## src/rtl/cpu_defs.sv

```systemverilog
// Shared CPU pipeline definitions: register-number width, mul/div counter
// width and the pipeline-control FSM state encoding.
package cpu_defs;

  localparam int REG_W = 5;
  localparam int CNT_W = 6;

  typedef logic [REG_W-1:0] reg_num_t;
  typedef logic [CNT_W-1:0] md_cnt_t;

  typedef enum logic [1:0] {
    ST_IDLE    = 2'd0,
    ST_MD_BUSY = 2'd1,
    ST_EXC     = 2'd2
  } ctrl_state_t;

endpackage

```

## src/rtl/pipe_ctrl_md_timer.sv

```systemverilog
// Loadable 6-bit down-counter timing a mul/div operation; saturates at zero
// and reports done while it holds zero.
module md_timer
  import cpu_defs::*;
(
  input  logic    clk,
  input  logic    reset,
  input  logic    load,
  input  md_cnt_t load_val,
  input  logic    dec,
  input  logic    clear,
  output logic    done
);

  md_cnt_t count;

  // Abort (clear) beats a fresh load so an exception always wins.
  always_ff @(posedge clk or negedge reset) begin
    if (!reset) begin
      count <= '0;
    end else if (clear) begin
      count <= '0;
    end else if (load) begin
      count <= load_val;
    end else if (dec && (count != '0)) begin
      count <= count - md_cnt_t'(1);
    end
  end

  assign done = (count == '0);

endmodule

```

## src/rtl/pipe_ctrl.sv

```systemverilog
// Pipeline hazard/stall/flush controller: load-use interlock, multi-cycle
// mul/div freeze and exception flush sequencing.
module pipe_ctrl
  import cpu_defs::*;
#(
  parameter int DIV_CYCLES = 32,
  parameter int MUL_CYCLES = 2
) (
  input  logic     clk,
  input  logic     reset,
  input  logic     id_valid,
  input  reg_num_t id_rs,
  input  reg_num_t id_rt,
  input  logic     id_use_rs,
  input  logic     id_use_rt,
  input  logic     ex_valid,
  input  logic     ex_load,
  input  reg_num_t ex_dest,
  input  logic     ex_md_start,
  input  logic     ex_md_div,
  input  logic     id_br_taken,
  input  logic     wb_exc,
  output logic     md_go,
  output logic     md_busy,
  output logic     stall_if,
  output logic     stall_id,
  output logic     stall_ex,
  output logic     flush_if,
  output logic     flush_id,
  output logic     flush_ex,
  output logic     flush_mem
);

  localparam md_cnt_t DIV_LOAD = md_cnt_t'(DIV_CYCLES - 1);
  localparam md_cnt_t MUL_LOAD = md_cnt_t'(MUL_CYCLES - 1);

  ctrl_state_t state, state_next;
  logic        load_use;
  logic        md_req;
  logic        timer_done;
  logic        timer_dec;

  assign load_use = ex_valid && ex_load && id_valid && (ex_dest != '0) &&
                    ((id_use_rs && (id_rs == ex_dest)) ||
                     (id_use_rt && (id_rt == ex_dest)));
  assign md_req    = ex_valid && ex_md_start;
  assign timer_dec = (state == ST_MD_BUSY) && !wb_exc;

  md_timer u_md_timer (
    .clk      (clk),
    .reset    (reset),
    .load     (md_go),
    .load_val (ex_md_div ? DIV_LOAD : MUL_LOAD),
    .dec      (timer_dec),
    .clear    (wb_exc),
    .done     (timer_done)
  );

  always_ff @(posedge clk or negedge reset) begin
    if (!reset) begin
      state <= ST_IDLE;
    end else begin
      state <= state_next;
    end
  end

  // wb_exc overrides everything; a start request seen in EXC is already flushed.
  always_comb begin
    state_next = state;
    if (wb_exc) begin
      state_next = ST_EXC;
    end else begin
      unique case (state)
        ST_IDLE:    if (md_req) state_next = ST_MD_BUSY;
        ST_MD_BUSY: if (timer_done) state_next = ST_IDLE;
        ST_EXC:     state_next = ST_IDLE;
        default:    state_next = ST_IDLE;
      endcase
    end
  end

  always_comb begin
    md_go     = 1'b0;
    md_busy   = 1'b0;
    stall_if  = 1'b0;
    stall_id  = 1'b0;
    stall_ex  = 1'b0;
    flush_if  = 1'b0;
    flush_id  = 1'b0;
    flush_ex  = 1'b0;
    flush_mem = 1'b0;
    if (!reset || wb_exc || (state == ST_EXC)) begin
      flush_if  = 1'b1;
      flush_id  = 1'b1;
      flush_ex  = 1'b1;
      flush_mem = 1'b1;
    end else if (state == ST_MD_BUSY) begin
      md_busy  = 1'b1;
      stall_if = 1'b1;
      stall_id = 1'b1;
      stall_ex = 1'b1;
    end else begin
      md_go    = md_req;
      stall_if = load_use;
      stall_id = load_use;
      flush_ex = load_use;
      // A taken branch stuck behind a stalled ID is retried once ID moves on.
      flush_if = id_br_taken && !load_use;
    end
  end

endmodule

```

## config.mk

```make
export PLATFORM = sky130hd
export DESIGN_NAME = pipe_ctrl
export DESIGN_NICKNAME = d
export VERILOG_FILES = /design/src/rtl/cpu_defs.sv /design/src/rtl/pipe_ctrl_md_timer.sv /design/src/rtl/pipe_ctrl.sv
export SDC_FILE = /design/constraint.sdc
export NUM_CORES = 1
export LEC_CHECK = 0
export ABC_AREA = 0
export CAP_MARGIN = 20
export CORE_MARGIN = 4
export CORE_UTILIZATION = 43
export CTS_BUF_LIST = sky130_fd_sc_hd__clkbuf_8
export CTS_CLUSTER_DIAMETER = 120
export DETAILED_ROUTE_END_ITERATION = 8
export GPL_ROUTABILITY_DRIVEN = 0
export PLACE_DENSITY = 0.87
export RECOVER_POWER = 25
export SETUP_SLACK_MARGIN = 0.05
export SLEW_MARGIN = 20
export SYNTH_ARGS = -nofsm -noshare
export SYNTH_HDL_FRONTEND = slang
export SYNTH_SLANG_ARGS = --single-unit
```

## constraint.sdc

```tcl
create_clock -name clk -period 3.2 [get_ports clk]
set_input_delay 0.48 -clock clk [delete_from_list [all_inputs] [get_ports clk]]
set_output_delay 0.48 -clock clk [all_outputs]
set_load 0.005 [all_outputs]
```

# ---- Word level (Yosys, flattened, before mapping)
# Cells that the tools add are included.
dict set report word_totals {
  register_bits 8
  latch_bits 0
  mem_bits_rw 0
  rom_bits 0
  in_bits 26
  out_inout_bits 9
  memories 0
}
dict set report op_classes {
  addsub 1
  mul 0
  div 0
  order_cmp 0
  n_eq_ne 6
  n_shift 0
  muxes 19
  bitwise 0
  n_reduce_logical 22
}
# op n
set op_table {}
lappend op_table {{$mux 6} 3}
lappend op_table {{$mux 1} 11}
lappend op_table {{$eq 5x5->1} 2}
lappend op_table {{$logic_and 1x1->1} 10}
lappend op_table {{$logic_not 6->1} 1}
lappend op_table {{$mux 2} 3}
lappend op_table {{$ne 3x3->1 const B} 2}
lappend op_table {{$reduce_bool 6->1} 1}
lappend op_table {{$sub 6x1->6 const B} 1}
lappend op_table {{$mux 5} 1}
lappend op_table {{$reduce_bool 5->1} 1}
lappend op_table {{$pmux 2 s2} 1}
lappend op_table {{$logic_not 1->1} 3}
lappend op_table {{$logic_or 1x1->1} 3}
lappend op_table {{$reduce_bool 3->1} 1}
lappend op_table {{$eq 2x1->1 const B} 1}
lappend op_table {{$eq 2x2->1 const B} 1}
lappend op_table {{$logic_not 2->1} 1}
lappend op_table {{$reduce_and 2->1} 1}

# ---- Longest topological paths before layout
# Gate-level depths: netlist of the first run.
dict set report depth {
  word_depth 8
  mapped_depth 6
  mapped_depth_nobuf 6
}

# ---- By module
# From an unflattened synthesis of the first run, not the netlist that was laid out.
dict set report unflattened {
  hier_cells 91
  area_unflattened_um2 762.0
}
# module n_inst cells_per_inst area_each_um2 seq_area_each_um2
set modules_own_cells {}
lappend modules_own_cells {md_timer 1 53 462.9 150.1}
lappend modules_own_cells {pipe_ctrl 1 38 299.0 50.0}

# ---- Worst setup path after synthesis of the first run
# Ideal clock, no wire load.
dict set report synth_timing {
  path_type {input-to-output}
  startpoint {input ex_dest[1]}
  endpoint {output stall_if}
  t_arrival_ns 1.520
  required_ns 2.720
  slack_ns 1.200
  path_stages 5
  path_cell_list {or4_1 -> o2111ai_1 -> a21o_1 -> a21oi_1 -> buf_4}
}
dict set report synth_between {
  elab_chain_cells 6
}
# element line_no
set synth_rtl {}
lappend synth_rtl {{start, declared} pipe_ctrl.sv:18} ;# input reg_num_t ex_dest,
lappend synth_rtl {{$eq 5x5->1, on equally long branches} {pipe_ctrl.sv:44, pipe_ctrl.sv:45}}
lappend synth_rtl {{$logic_and 1x1->1, on equally long branches} {pipe_ctrl.sv:44, pipe_ctrl.sv:45}}
lappend synth_rtl {{$logic_or 1x1->1} pipe_ctrl.sv:44} ;# ((id_use_rs && (id_rs == ex_dest)) ||
lappend synth_rtl {{$logic_and 1x1->1 *} pipe_ctrl.sv:43} ;# assign load_use = ex_valid && ex_load && id_valid && (ex_dest != '0) &&
lappend synth_rtl {{$mux 1 * (2 in a row)} n/a}
lappend synth_rtl {{end, declared} pipe_ctrl.sv:25} ;# output logic stall_if,
# Every way passes the cells marked *; elsewhere a longest branch is shown, timed or not.

# ---- Worst setup path after layout of the first run
dict set report layout_timing {
  startpoint {input ex_dest[1]}
  endpoint {output flush_if}
}
dict set report layout_between {
  elab_chain_cells 8
}
# element line_no
set layout_rtl {}
lappend layout_rtl {{$eq 5x5->1, on equally long branches} {pipe_ctrl.sv:44, pipe_ctrl.sv:45}}
lappend layout_rtl {{$logic_and 1x1->1, on equally long branches} {pipe_ctrl.sv:44, pipe_ctrl.sv:45}}
lappend layout_rtl {{$logic_or 1x1->1} pipe_ctrl.sv:44}
lappend layout_rtl {{$logic_and 1x1->1 *} pipe_ctrl.sv:43}
lappend layout_rtl {{$logic_not 1->1 *} pipe_ctrl.sv:108} ;# flush_if = id_br_taken && !load_use;
lappend layout_rtl {{$logic_and 1x1->1 *} pipe_ctrl.sv:108}
lappend layout_rtl {{$mux 1 *} pipe_ctrl.sv:97} ;# end else if (state == ST_MD_BUSY) begin
lappend layout_rtl {{$mux 1 *} pipe_ctrl.sv:92} ;# if (!reset || wb_exc || (state == ST_EXC)) begin
lappend layout_rtl {{end, declared} pipe_ctrl.sv:28} ;# output logic flush_if,
# Marks and branches as above.

==> results of run 1 <==
==> power breakdown <==
| group | leakage (nW) | switching, mW | internal, mW |
|---|---|---|---|
| clock network | 0.0216 | 0.0371 | 0.0812 |
| registers | 0.109 | 0.00314 | 0.105 |
| logic | 0.303 | 0.0300 | 0.0479 |
| total | 0.434 | 0.0702 | 0.234 |
==> placed cells by master (no fill, tap or decap), types with 2 or more instances in the layout <==
cell type         n
nor2_1            3
xnor2_1           3
a21o_1            2
dfrtp_1           8
a21oi_1           5
xor2_1           11
clkbuf_8          3
inv_1             3
ha_1              2
clkdlybuf4s50_1  33
nand3_1           5
nor3_1            2
nor2_2            2
o21bai_1          2
==> cells by family after synthesis <==
| group | after synthesis | synth area share |
|---|---|---|
| buffers and inverters | 9 | 0.0685 |
| DFF | 8 | 0.296 |
| and+or+nand+nor | 21 | 0.209 |
| xor gates and xnor gates | 14 | 0.181 |
| AOI/OAI and AO/OA | 16 | 0.207 |
| adders and majority gates | 2 | 0.0370 |
==> worst max path at each step <==
stage / start / cells after the start / end / slack (ps)
after floorplan: ex_dest[1] / 5 / stall_if / 1200
after global placement: ex_dest[1] / 6 / flush_if / 230
after detailed placement: ex_dest[2] / 7 / stall_id / 180
after CTS: ex_dest[2] / 7 / stall_id / 170
after global routing: ex_dest[2] / 7 / stall_id / 70
final: ex_dest[1] / 6 / flush_if / 220
==> metrics by stage <==
stage / hold WS (ps) / power (mW)
after global placement: 440 / 0.184
final: 470 / 0.304
after floorplan: 184 / 0.139
after CTS: 465 / 0.308
after global routing: 484 / 0.319
after detailed placement: 458 / 0.186
==> area by class of cell <==
type                    instances  area share
multi-input cells              53       0.409
repair buffers                 36       0.331
flip-flops and latches          8       0.188
clock buffers                   3      0.0388
well taps                      16      0.0188
inverters                       4      0.0141
==> sequential cells by signal, indices dropped and copies added (netlist names) <==
register / count
u_md_timer.count: 6
state: 2
==> layer usage <==
| metal | GRT usage | vias up | part of all wire |
|---|---|---|---|
| li1 | - | 318 | - |
| met1 | 0.176 | 291 | 0.38 |
| met2 | 0.291 | 38 | 0.45 |
| met3 | 0.0677 | 2 | 0.15 |
| met4 | 0.0538 | 0 | 0.011 |
| met5 | 0 | - | 0 |
==> critical path: cells and delay by family <==
family          cells  cell delay (ps)
compound gates      3              500
simple gates        1              550
buf+inv             2              960
==> repair_timing <==
| item | in CTS | in global routing |
|---|---|---|
| setup endpoints to repair | 0 | 2 |
| hold endpoints to repair | 0 | 0 |
| buffers inserted | 0 | 0 |
| resized for setup | 0 | 1 |
==> tab_implementation.tex, run 1 <==
\begin{tabular}{lr}
\hline
Metric & Value \\
\hline
\multicolumn{2}{l}{\textbf{Drt}} \\
\quad Iteration-0 DRC count of the detailed router & 3 \\
\quad Number of routed nets with antenna violations & 0 \\
\quad Vias per inst & 5.41 \\
\quad Total wirelength of the detailed-routed design & 1.78 mm \\
\quad First-pass DRT Iterations & 4 \\
\quad Avg WL per Cell & 14.9 um \\
\quad Detailed-route DRC error count & 0 \\
\quad Detailed-route via count & 649 \\
\multicolumn{2}{l}{\textbf{Placement}} \\
\quad Post-Place Setup Slack & 181 ps \\
\quad DPL Wire Length & 1.48 mm \\
\quad Cell area reported after detailed placement & 1020 um\^{}2 \\
\quad Total placed cells including tap cells & 117 \\
\quad Count of port buffers added during placement & 34 \\
\multicolumn{2}{l}{\textbf{STA}} \\
\quad Setup repair after global routing missed its margin & false \\
\quad Final hold violations & 0 \\
\quad Total Neg Setup Slack & 0 ps \\
\quad Count of endpoints failing setup in the final report & 0 \\
\quad Least-Margin Pin Slew & 493 ps \\
\quad Least setup slack across all paths after layout & 222 ps \\
\quad Part of the cycle the worst path needs & 0.931 \\
\quad Clock skew after layout & 0.591 ps \\
\quad Fmax & 0.336 GHz \\
\quad Shortest clock period the worst path allows after layout & 2980 ps \\
\quad Rel. slew slack & 0.671 \\
\quad Number of pins exceeding their max-slew limit in the final report & 0 \\
\multicolumn{2}{l}{\textbf{Critical path}} \\
\quad Endpoint kind of the worst setup timing path & output pin \\
\quad Worst Path Max Fanout & 3 \\
\quad Most numerous cell on the critical path & clkdlybuf4s50\_1 \\
\quad CP max stage delay & 550 ps \\
\quad Critical-path cell list & clkdlybuf4s50\_1, or4\_1, o2111ai\_1, a21o\_1, a31o\_2, clkdlybuf4s50\_1 \\
\quad RR Startpoint & u\_md\_timer.count[0] \\
\quad Worst Reg-to-Reg Cells & 6 \\
\quad Critical Setup Path Class & in -> out \\
\quad Type of element launching the critical path & input pin \\
\quad Required time of the critical path & 2720 ps \\
\quad Endpoint of the worst register-to-register path & u\_md\_timer.count[1] \\
\quad Max stage delay cell, worst path & or4\_1 \\
\quad Worst setup slack for register-to-register paths & 1460 ps \\
\quad Arrival time at the worst endpoint & 2500 ps \\
\multicolumn{2}{l}{\textbf{Final layout}} \\
\quad Finished Layout Cells & 120 \\
\quad Fillcell total & 112 \\
\quad Area used by multi-input combinational logic & 435 um\^{}2 \\
\quad Fin util & 0.714 \\
\quad Fin area & 1060 um\^{}2 \\
\quad Number of nets in the layout & 134 \\
\quad Diode count & 0 \\
\quad Layout cells sized above 1 & 0.144 \\
\quad Growth of design area from synthesis to finish & 57.4\% \\
\quad Flip-flop and latch area & 200 um\^{}2 \\
\multicolumn{2}{l}{\textbf{Clocking}} \\
\quad TritonCTS clock tree & yes \\
\quad CTS sink count & 8 \\
\quad Number of buffers added by the clock tree synthesis step & 3 \\
\quad Clock-pin slew on the worst setup and hold paths & 40 ps \\
\quad Clk root buf & clkbuf\_8 \\
\quad Buffers from clock root to sink, at most & 2 \\
\quad Hold buffer count at CTS & 0 \\
\quad Clock latency of the later-clocked register in the worst-skew pair & 220 ps \\
\quad Htree depth & 1 \\
\multicolumn{2}{l}{\textbf{Global route}} \\
\quad Global-route usage over all layers & 0.164 \\
\quad First-pass GRT wire length & 2.64 mm \\
\quad Antenna violations before repair & 0 \\
\quad Via count of the first global-routing pass & 651 \\
\quad Total grt overflow & 0 \\
\quad Largest net degree at the start of global routing & 9 \\
\multicolumn{2}{l}{\textbf{Synth}} \\
\quad Ys async rst share & 1.00 \\
\quad Most instantiated library cell after synthesis & xor2\_1 \\
\quad Number of instances in the synthesized netlist & 70 \\
\quad Post-synth top area cell & dfrtp\_1 \\
\quad Area contributors post-synth & dfrtp\_1 (30\%), xor2\_1 (14\%), a311oi\_4 (3.9\%) \\
\quad Count of flip-flops with a built-in enable after synthesis & 0 \\
\quad Net Count, Synth & 98 \\
\quad Yosys top cell area share & 0.296 \\
\quad Synth cell count leaders & xor2\_1 (11), dfrtp\_1 (8), a21oi\_1 (5), nand3\_1 (5) \\
\quad Number of storage elements in the synthesis netlist & 8 \\
\quad Netlist cell types & 31 \\
\quad Synth warn & 0 \\
\quad Summed instance area of the synthesized netlist & 676 um\^{}2 \\
\quad Average size of a mapped cell & 9.65 um\^{}2 \\
\quad Sequential cell area fraction in the yosys report & 0.296 \\
\quad Predominant post-synthesis flop cell & dfrtp\_1 \\
\multicolumn{2}{l}{\textbf{Die}} \\
\quad Core outline area & 1490 um\^{}2 \\
\quad Initial core utilization & 0.454 \\
\quad Width of the die & 47.6 um \\
\quad Number of top-level design ports & 35 \\
\quad Number of rows created at floorplan & 14 \\
\quad Total die area & 2270 um\^{}2 \\
\quad Height of the die & 47.6 um \\
\multicolumn{2}{l}{\textbf{Hold path}} \\
\quad Type of the tightest min-delay check & reg -> reg \\
\quad Worst min-delay path endpoint & state[0] \\
\quad Worst Min Path Start & state[1] \\
\quad Worst Hold Depth & 1 \\
\multicolumn{2}{l}{\textbf{Status}} \\
\quad Result of the run & completed \\
\multicolumn{2}{l}{\textbf{Pwr}} \\
\quad P\_leak & 0.434 nW \\
\quad Power Dens Cells & 286 nW/um\^{}2 \\
\quad Largest voltage drop on the vdd net & 0.368 mV \\
\multicolumn{2}{l}{\textbf{Flow run}} \\
\quad Max capacitance violation total & 0 \\
\hline
\end{tabular}
Note: power is estimated with default switching activity, not from simulation.
==> run 2: changes to the inputs <==
- CORE_UTILIZATION: 43 -> 45
- CTS_CLUSTER_SIZE: not set -> 30
- SYNTH_HIERARCHICAL: not set -> 1
==> tab_implementation.tex, run 2 <==
\begin{tabular}{lr}
\hline
Metric & Value \\
\hline
\multicolumn{2}{l}{\textbf{Status}} \\
\quad Result of the run & completed \\
\multicolumn{2}{l}{\textbf{STA}} \\
\quad Number of pins exceeding their max-slew limit in the final report & 0 (unchanged) \\
\quad Least-Margin Pin Slew & 537 ps (+44.3 ps) \\
\quad Least setup slack across all paths after layout & 187 ps (-35.0 ps) \\
\quad Final hold violations & 0 (unchanged) \\
\quad Shortest clock period the worst path allows after layout & 3010 ps (+35.0 ps) \\
\quad Count of endpoints failing setup in the final report & 0 (unchanged) \\
\quad Rel. slew slack & 0.639 (-0.0323) \\
\quad Final worst hold slack & 464 ps (-5.89 ps) \\
\quad Clock skew after layout & 7.38 ps (+6.79 ps) \\
\quad Total Neg Setup Slack & 0 ps (unchanged) \\
\quad Fmax & 0.332 GHz (-1.2\%) \\
\quad Setup repair after global routing missed its margin & false \\
\quad Part of the cycle the worst path needs & 0.942 (+0.0109) \\
\multicolumn{2}{l}{\textbf{Synth}} \\
\quad Netlist cell types & 39 (+26\%) \\
\quad Count of flip-flops with a built-in enable after synthesis & 0 (unchanged) \\
\quad Post-synthesis compound-gate area fraction & 0.207 (-0.000511) \\
\quad Fraction of synthesized cell area in xor and xnor cells & 0.115 (-0.0665) \\
\quad Synth warn & 6 (+6) \\
\quad Post-Synth Adder-Cell Area & 0.0328 (-0.00420) \\
\quad Most instantiated library cell after synthesis & nor2\_1 \\
\quad Number of instances in the synthesized netlist & 91 (+30\%) \\
\quad Ys async rst share & 1.00 (unchanged) \\
\quad Net Count, Synth & 119 (+21\%) \\
\quad Sequential cell area fraction in the yosys report & 0.263 (-0.0336) \\
\quad Post-synth top area cell & dfrtp\_1 \\
\quad Basic-gate share of the synthesized area counting and, or, nand and nor cells & 0.269 (+0.0600) \\
\quad Post-synthesis mux area share & 0.0148 (+0.0148) \\
\quad Number of storage elements in the synthesis netlist & 8 (unchanged) \\
\quad Area contributors post-synth & dfrtp\_1 (26\%), xor2\_1 (9.2\%), nor2\_1 (4.4\%) \\
\quad Yosys top cell area share & 0.263 (-0.0336) \\
\quad Synth cell count leaders & nor2\_1 (9), dfrtp\_1 (8), xor2\_1 (8) \\
\quad Average size of a mapped cell & 8.37 um\^{}2 (-13\%) \\
\quad Predominant post-synthesis flop cell & dfrtp\_1 \\
\quad Summed instance area of the synthesized netlist & 762 um\^{}2 (+13\%) \\
\quad Main combinational cell family by area after synthesis & simple AND/OR/NAND/NOR gates \\
\multicolumn{2}{l}{\textbf{Critical path}} \\
\quad Max stage delay cell, worst path & clkdlybuf4s50\_1 \\
\quad Required time of the critical path & 2720 ps (about the same) \\
\quad CP max stage delay & 540 ps (about the same) \\
\quad Critical Setup Path Class & in -> out \\
\quad RR Startpoint & state[1] \\
\quad Top Family by Delay on Critical Path & buffers and inverters \\
\quad Critical-path cell list & clkdlybuf4s50\_1, xor2\_1, nor4\_1, nand3\_1, a21o\_2, a21oi\_1, clkdlybuf4s50\_1 \\
\quad Arrival time at the worst endpoint & 2530 ps (+30 ps) \\
\quad Most numerous cell on the critical path & clkdlybuf4s50\_1 \\
\quad Worst setup slack for register-to-register paths & 1220 ps (-240 ps) \\
\quad Worst Reg-to-Reg Cells & 5 (-1) \\
\quad WP buf/inv & 2 (unchanged) \\
\quad Type of element launching the critical path & input pin \\
\quad Endpoint kind of the worst setup timing path & output pin \\
\quad Endpoint of the worst register-to-register path & u\_md\_timer/count[3] \\
\quad Worst Path Max Fanout & 3 (unchanged) \\
\multicolumn{2}{l}{\textbf{Pwr}} \\
\quad Largest voltage drop on the vdd net & 0.271 mV (-26\%) \\
\quad P\_leak & 0.448 nW (+3.3\%) \\
\quad Overall power of the completed layout & 0.329 mW (+8.4\%) \\
\quad Power Dens Cells & 290 nW/um\^{}2 (+1.4\%) \\
\multicolumn{2}{l}{\textbf{Drt}} \\
\quad Total wirelength of the detailed-routed design & 2.17 mm (+22\%) \\
\quad First-pass DRT Iterations & 4 (unchanged) \\
\quad Number of routed nets with antenna violations & 0 (unchanged) \\
\quad Detailed-route DRC error count & 0 (unchanged) \\
\quad Vias per inst & 5.68 (+5.0\%) \\
\quad Detailed-route via count & 801 (+23\%) \\
\quad Avg WL per Cell & 15.4 um (+3.4\%) \\
\quad Iteration-0 DRC count of the detailed router & 16 (+13) \\
\multicolumn{2}{l}{\textbf{Hold path}} \\
\quad Worst Min Path Start & state[1] \\
\quad Worst Hold Depth & 1 (unchanged) \\
\quad Type of the tightest min-delay check & reg -> reg \\
\quad Worst min-delay path endpoint & state[0] \\
\multicolumn{2}{l}{\textbf{Die}} \\
\quad Initial core utilization & 0.489 (+0.0350) \\
\quad Number of rows created at floorplan & 14 (unchanged) \\
\quad Width of the die & 49.2 um (+3.2\%) \\
\quad Height of the die & 49.2 um (+3.2\%) \\
\quad Core outline area & 1560 um\^{}2 (+4.7\%) \\
\quad Number of top-level design ports & 35 (unchanged) \\
\quad Total die area & 2420 um\^{}2 (+6.4\%) \\
\multicolumn{2}{l}{\textbf{Final layout}} \\
\quad Most common cell after layout, fill and taps aside & clkdlybuf4s50\_1 \\
\quad Top library cells by usage in the layout, fill and taps aside & clkdlybuf4s50\_1 (33), nor2\_1 (9), xor2\_1 (8), dfrtp\_1 (8), inv\_1 (6) \\
\quad Diode count & 0 (unchanged) \\
\quad Fillcell total & 119 (+6.3\%) \\
\quad Fin util & 0.730 (+0.0152) \\
\quad Fin area & 1140 um\^{}2 (+6.9\%) \\
\quad Number of flip-flops in the largest register & 6 (unchanged) \\
\quad Layout cells sized above 1 & 0.0800 (-0.0642) \\
\quad Number of nets in the layout & 155 (+16\%) \\
\quad Largest registers & u\_md\_timer/count x6, state x2 \\
\quad Finished Layout Cells & 141 (+18\%) \\
\quad Growth of design area from synthesis to finish & 49.3\% \\
\quad Top register by number of flip-flops & u\_md\_timer/count \\
\multicolumn{2}{l}{\textbf{Clocking}} \\
\quad Number of buffers added by the clock tree synthesis step & 3 (unchanged) \\
\quad Clock-pin slew on the worst setup and hold paths & 50 ps (about the same) \\
\quad CTS sink count & 8 (unchanged) \\
\quad PostCTS Resize Cnt & 0 (unchanged) \\
\quad Clk root buf & clkbuf\_8 \\
\quad TritonCTS clock tree & yes \\
\quad Post-CTS Repair Setup Buffers & 0 (unchanged) \\
\quad Hold buffer count at CTS & 0 (unchanged) \\
\quad Buffers from clock root to sink, at most & 2 (unchanged) \\
\quad Htree depth & 1 (unchanged) \\
\quad Clock latency of the later-clocked register in the worst-skew pair & 240 ps (+20 ps) \\
\multicolumn{2}{l}{\textbf{Placement}} \\
\quad Total placed cells including tap cells & 138 (+18\%) \\
\quad Count of port buffers added during placement & 34 (unchanged) \\
\quad Cell area reported after detailed placement & 1100 um\^{}2 (+7.9\%) \\
\quad DPL Wire Length & 1.77 mm (+20\%) \\
\quad Post-Place Setup Slack & 150 ps (-31.4 ps) \\
\multicolumn{2}{l}{\textbf{Flow run}} \\
\quad Max capacitance violation total & 0 (unchanged) \\
\multicolumn{2}{l}{\textbf{Global route}} \\
\quad Total grt overflow & 0 (unchanged) \\
\quad First-pass GRT wire length & 3.62 mm (+37\%) \\
\quad Global-route usage over all layers & 0.193 (+0.0290) \\
\quad Antenna violations before repair & 0 (unchanged) \\
\quad Largest net degree at the start of global routing & 13 (+4) \\
\quad Via count of the first global-routing pass & 777 (+19\%) \\
\hline
\end{tabular}
-- run 2: changes by cell type after synthesis, moves of 2 or more --
| cell | before | now |
|---|---|---|
| a21o_1 | 2 | 0 |
| a21oi_1 | 5 | 3 |
| a221oi_1 | 0 | 2 |
| conb_1 | 0 | 2 |
| inv_1 | 3 | 6 |
| nand2_1 | 1 | 3 |
| nand2b_1 | 1 | 3 |
| nor2_1 | 3 | 9 |
| nor2_2 | 2 | 0 |
| nor2b_1 | 0 | 2 |
| o21ai_0 | 0 | 2 |
| or4b_1 | 0 | 2 |
| xor2_1 | 11 | 8 |
-- run 2: worst max path at each step --
stage	start	end	slack [ps]	cells past startpoint
3_5_place_dp	ex_dest[3]	stall_if	150	7
3_3_place_gp	ex_dest[3]	stall_id	220	7
5_1_grt	ex_dest[3]	stall_id	50	7
6_report	ex_dest[3]	stall_if	190	7
4_1_cts	ex_dest[3]	stall_if	140	7
2_1_floorplan	ex_dest[2]	stall_if	1190	6
-- run 2: per-layer routing --
| layer | GRT usage | share of wire | up-vias |
|---|---|---|---|
| li1 | - | - | 397 |
| met1 | 0.212 | 0.40 | 375 |
| met2 | 0.348 | 0.52 | 27 |
| met3 | 0.0642 | 0.074 | 2 |
| met4 | 0.0569 | 0.0088 | 0 |
| met5 | 0 | 0 | - |
-- run 2: kinds of logic (layout without fill, tap and decap cells) --
kind of cell	count (synthesis)	in the layout
compound gates	20	20
xor+xnor	10	10
fa+ha+maj	2	2
buf+inv	12	46
flops	8	8
mux	1	1
other cells	2	2
simple gates	36	36
-- run 2: layout make-up --
class                           instances  area, um^2  share of cell area
Timing Repair Buffer                   37         359               0.316
Inverter                                6        22.5              0.0198
Sequential cell                         8         200               0.176
Clock buffer                            3        41.3              0.0363
Multi-Input combinational cell         71         494               0.435
Tap cell                               16        20.0              0.0176
-- run 2: where the power goes --
group	switching (mW)	internal (mW)
clock network	0.0440	0.0819
logic	0.0393	0.0532
registers	0.00529	0.106
